## src/rtl/rf_write_arbiter.sv

```systemverilog
// rtl/rf_write_arbiter.sv - register file write-port controller with init sweep and round-robin arbitration
//
// Purpose:
//   Owns the single RF write port. After reset it writes INIT_VALUE to every
//   address 0..NREG-1, one address per cycle. It then shares the port between
//   two writeback requesters (req0 = ALU, req1 = load unit) using round-robin
//   arbitration, and counts the RUN cycles in which both requesters were valid.
//
// Ports:
//   clk, rst                      clock, synchronous active-high reset
//   req0_valid/wn/wd, req0_ready  requester 0 write handshake
//   req1_valid/wn/wd, req1_ready  requester 1 write handshake
//   rf_wn, rf_wd, rf_w            RF write address / data / enable
//   init_done                     high once the init sweep has completed
//   conflict_cnt                  saturating count of contention cycles

module rf_write_arbiter #(
    parameter int            NREG       = 32,
    parameter int            AW         = 5,
    parameter int            DW         = 32,
    parameter logic [DW-1:0] INIT_VALUE = '0,
    parameter bit            ZERO_REG   = 1'b1,
    parameter int            CW         = 16
) (
    input  logic          clk,
    input  logic          rst,
    input  logic          req0_valid,
    input  logic [AW-1:0] req0_wn,
    input  logic [DW-1:0] req0_wd,
    output logic          req0_ready,
    input  logic          req1_valid,
    input  logic [AW-1:0] req1_wn,
    input  logic [DW-1:0] req1_wd,
    output logic          req1_ready,
    output logic [AW-1:0] rf_wn,
    output logic [DW-1:0] rf_wd,
    output logic          rf_w,
    output logic          init_done,
    output logic [CW-1:0] conflict_cnt
);

    // Two-bit encoding so that the unused codes exist and fall back to INIT.
    typedef enum logic [1:0] {
        S_INIT = 2'd0,
        S_RUN  = 2'd1
    } state_t;

    state_t        state_q;
    logic [AW-1:0] cnt_q;
    logic          prio_q;
    logic [CW-1:0] conflict_cnt_q;

    logic in_init;
    logic in_run;
    logic both_valid;
    logic gnt0;
    logic gnt1;

    always_comb begin
        in_init    = !rst && (state_q == S_INIT);
        in_run     = !rst && (state_q == S_RUN);
        both_valid = req0_valid && req1_valid;

        // prio_q only matters when both are valid; a lone requester always wins.
        gnt0 = in_run && req0_valid && (!req1_valid || !prio_q);
        gnt1 = in_run && req1_valid && (!req0_valid ||  prio_q);

        rf_wn = req0_wn;
        rf_wd = req0_wd;
        rf_w  = 1'b0;

        if (in_init) begin
            rf_w  = 1'b1;
            rf_wn = cnt_q;
            rf_wd = INIT_VALUE;
        end else if (gnt1) begin
            rf_wn = req1_wn;
            rf_wd = req1_wd;
            // x0 writes complete the handshake but never reach the RF.
            rf_w  = !(ZERO_REG && (req1_wn == '0));
        end else if (gnt0) begin
            rf_wn = req0_wn;
            rf_wd = req0_wd;
            rf_w  = !(ZERO_REG && (req0_wn == '0));
        end

        req0_ready   = gnt0;
        req1_ready   = gnt1;
        init_done    = in_run;
        conflict_cnt = conflict_cnt_q;
    end

    always_ff @(posedge clk) begin
        if (rst) begin
            state_q        <= S_INIT;
            cnt_q          <= '0;
            prio_q         <= 1'b0;
            conflict_cnt_q <= '0;
        end else begin
            unique case (state_q)
                S_INIT: begin
                    cnt_q <= cnt_q + 1'b1;
                    if (cnt_q == AW'(NREG - 1)) begin
                        state_q <= S_RUN;
                    end
                end
                S_RUN: begin
                    if (gnt0) begin
                        prio_q <= 1'b1;
                    end else if (gnt1) begin
                        prio_q <= 1'b0;
                    end
                    if (both_valid && !(&conflict_cnt_q)) begin
                        conflict_cnt_q <= conflict_cnt_q + 1'b1;
                    end
                end
                default: begin
                    state_q <= S_INIT;
                    cnt_q   <= '0;
                end
            endcase
        end
    end

endmodule

```

## config.mk

```make
export PLATFORM = sky130hd
export DESIGN_NAME = rf_write_arbiter
export DESIGN_NICKNAME = d
export VERILOG_FILES = /design/src/rtl/rf_write_arbiter.sv
export SDC_FILE = /design/constraint.sdc
export NUM_CORES = 1
export LEC_CHECK = 0
export CELL_PAD_IN_SITES_DETAIL_PLACEMENT = 1
export CELL_PAD_IN_SITES_GLOBAL_PLACEMENT = 1
export CORE_ASPECT_RATIO = 1.5
export CORE_UTILIZATION = 23
export DETAILED_ROUTE_END_ITERATION = 6
export GPL_ROUTABILITY_DRIVEN = 0
export GPL_TIMING_DRIVEN = 1
export PLACE_DENSITY = 0.86
export SETUP_SLACK_MARGIN = 0.1
export SKIP_LAST_GASP = 1
export SLEW_MARGIN = 20
export SYNTH_ARGS = -nofsm -noshare
export SYNTH_HDL_FRONTEND = slang
export SYNTH_SLANG_ARGS = --single-unit
```

## constraint.sdc

```tcl
create_clock -name clk -period 5.8 [get_ports clk]
set_input_delay 1.16 -clock clk [delete_from_list [all_inputs] [get_ports clk]]
set_output_delay 1.16 -clock clk [all_outputs]
set_load 0.05 [all_outputs]
```

==> metrics.md <==
| Metric | Value |
|---|---|
| Syn nets | `346` |
| Critical path peak fanout | `36` |
| Max Buffers Root-to-Sink | `2` |
| Sequential-to-total area share from yosys stat | `26.3%` |
| FFs w/ async S/R, synth | `0%` |
| Fillers | `869` |
| Initial antenna violation count | `0` |
| Worst Setup End Kind | `output port` |
| Hold EP | `prio_q` |
| Number of max-slew violations in the final report | `0` |
| Startpoint types | `primary input` |
| Total gr overflow | `0` |
| FF-to-FF End | `conflict_cnt[14]` |
| Minimum clock period | `4.51 ns` |
| Cell family with most CP delay | `buffers and inverters` |
| RSZ-0062 raised after global routing | `false` |
| # DRC | `0` |
| Synth-to-layout area growth | `106%` |
| Final Hold Viols | `0` |
| Kind of critical path | `in2out` |
| Share of cells above drive strength 1 | `14.4%` |
| H-tree depth | `1` |
| DIE HEIGHT | `109 um` |
| WL met3 | `589 um` |
| Worst path bufs/invs | `3` |
| Setup TNS | `0 ns` |
| Antenna Violating Nets Remaining | `0` |
| Delay of the slowest critical-path stage | `0.58 ns` |
| Post-DR vias/cell | `4.91` |
| Diodes inserted | `0` |
| Latest clock arrival within the worst-skew pair | `0.27 ns` |
| Vias in the first global route | `2503` |
| WL per Instance | `15.1 um` |
| Hpwl dp | `6.16 mm` |
| Metal-1 WL | `2.52 mm` |
| Core Footprint | `7270 um^2` |
| Synth area leader | `dfxtp_1` |
| DRT iter0 DRCs | `65` |
| Post-Syn Instances | `265` |
| GRT Resource Usage Total | `19.1%` |
| RR Startpoint | `state_q[0]` |
| Num CTS Buffers | `3` |
| VDD IR-drop max | `0.0000665 V` |
| Hold_buf cts | `0` |
| Reg-to-reg slack, setup | `3.50 ns` |
| Top_reg_cell synth | `dfxtp_1` |
| Initial core utilization | `24.0%` |
| DR top layer | `met4` |
| Input/output buffers | `134` |
| Post-Place Setup Slack | `1.27 ns` |
| Clock slew at reported path FFs | `0.08 ns` |
| Clk sinks | `23` |
| Commonest non-fill, non-tap cells in the layout | `clkdlybuf4s50_1, nand2_1, a21oi_1` |
| Fmax | `221 MHz` |
| CTS tree | `done` |
| Tcrit/Tclk final | `77.8%` |
| Worst Reg-to-Reg Cells | `4` |
| Row count | `38` |
| Total die area | `7970 um^2` |
| Commonest non-fill, non-tap cell in the layout | `clkdlybuf4s50_1` |
| WHS Path Cells | `2` |
| First drt pass iteration count | `4` |
| Critical path data required time | `4.64 ns` |
| Nets | `471` |
| Largest net degree at the start of global routing | `37` |
| Hold WC Path Type | `reg2reg` |
| Normalized max-slew margin | `43.9%` |
| Power per cell area | `131 nW/um^2` |
| Post-synth EDFFs | `0` |
| Detailed-route via count | `2401` |
| #FFs+latches synth | `23` |
| CP arrival | `3.35 ns` |
| Slowest CP cell | `clkdlybuf4s50_1` |
| Synth top area share | `26.3%` |
| Final setup violation count | `0` |
| Distinct cell type count after synthesis | `36` |
| Mapped Area | `1750 um^2` |
| Actual slew at the worst max-slew pin | `0.834 ns` |
| Die width | `73.2 um` |
| Critical path cell sequence | `clkdlybuf4s50_1 > nor2b_1 > nand3_1 > inv_2 > mux2i_1 > o21ai_0 > buf_12` |
| Fin Clk Skew | `0.00295 ns` |
| Avg Inst Size Synth | `6.60 um^2` |
| Final setup margin | `1.29 ns` |
| Worst hold start | `prio_q` |
| Synth warn | `0` |
| Clock root cell | `clkbuf_8` |
| Leading post-synthesis cells by cell area | `dfxtp_1, nand2_1, a21oi_1, mux2_2, mux2i_1` |
| Leakage | `1.40 nW` |
| First-pass GRT wire length | `11.9 mm` |
| Met2 routed WL | `4.14 mm` |
| Setup bufs post-CTS | `0` |
| Post-CTS Resized | `0` |
| Status | `finished, final reports clean` |
| Number of I/O pins | `135` |
| Max-cap viol count | `0` |
| Post-Route WL | `7.39 mm` |
==> sequential cells by signal, indices dropped and copies added, names as in the netlist <==
name / flops
cnt_q: 5
conflict_cnt: 16
prio_q: 1
state_q: 1
==> worst max path at each step <==
stage          from        end  cells past startpoint
3_5_place_dp    rst   rf_wn[4]                      7
3_3_place_gp    rst   rf_wn[4]                      7
5_1_grt         rst   rf_wn[4]                      7
6_report        rst   rf_wn[4]                      7
4_1_cts         rst   rf_wn[4]                      7
2_1_floorplan   rst  rf_wd[23]                      7
==> per-stage QoR <==
step	cells	cell area (um^2)	hold slack, ns	power, W	util [%]
6_report	489	3600	0.503	0.000472	49.5
5_1_grt	489	3600	0.555	0.000493	49.5
4_1_cts	489	3600	0.512	0.000476	49.5
3_5_place_dp	485	3550	0.495	0.000374	48.9
3_3_place_gp	485	3550	0.472	0.000370	48.9
2_1_floorplan	265	1750	0.458	0.000243	-
==> layer usage <==
layer  global-route usage, %  vias to the layer above
met1                    19.6                     1130
met5                       0                        -
met4                    5.88                        0
li1                        -                     1162
met2                    36.2                       98
met3                    5.55                       11
==> synthesized netlist by cell type, drive strengths merged, types with 2 or more instances <==
cell,instances
buf,7
nand3,7
inv,5
and3,3
nor2b,10
a21oi,40
a211oi,3
nand2b,4
nor4,5
o31ai,2
mux2,8
dfxtp,23
mux2i,8
clkbuf,10
nand2,75
o21ai,8
xor2,2
nor2,18
nor3,5
nand4,3
ha,3
or4,6
==> worst min-delay path, cell delays in order, from the launching register on <==
cell      delay [ns]
dfxtp_1         0.33
nand2b_1        0.07
o21ai_0         0.06
==> final cells by class <==
| type | instances | area [um^2] | share of cell area [%] |
|---|---|---|---|
| Clock buffer | 4 | 45.0 | 1.25 |
| Tap cell | 100 | 125 | 3.48 |
| Sequential cell | 23 | 460 | 12.8 |
| Timing Repair Buffer | 137 | 1750 | 48.7 |
| Inverter | 5 | 18.8 | 0.521 |
| Multi-Input combinational cell | 220 | 1200 | 33.2 |
==> cell families after synthesis <==
logic type,count (synthesis),synth area share [%]
simple gates,140,36.7
flops,23,26.3
buf+inv,22,5.44
xor+xnor,3,1.50
compound gates,58,18.2
mux,16,9.73
fa+ha+maj,3,2.15
==> report_power, final <==
group	switching [W]	total, W	internal (W)	leakage, nW
Clock	0.0000540	0.000103	0.0000492	0.0228
Sequential	0.00000212	0.000162	0.000160	0.186
Combinational	0.0000968	0.000207	0.000110	1.19
(Power assumes the default switching activity.)
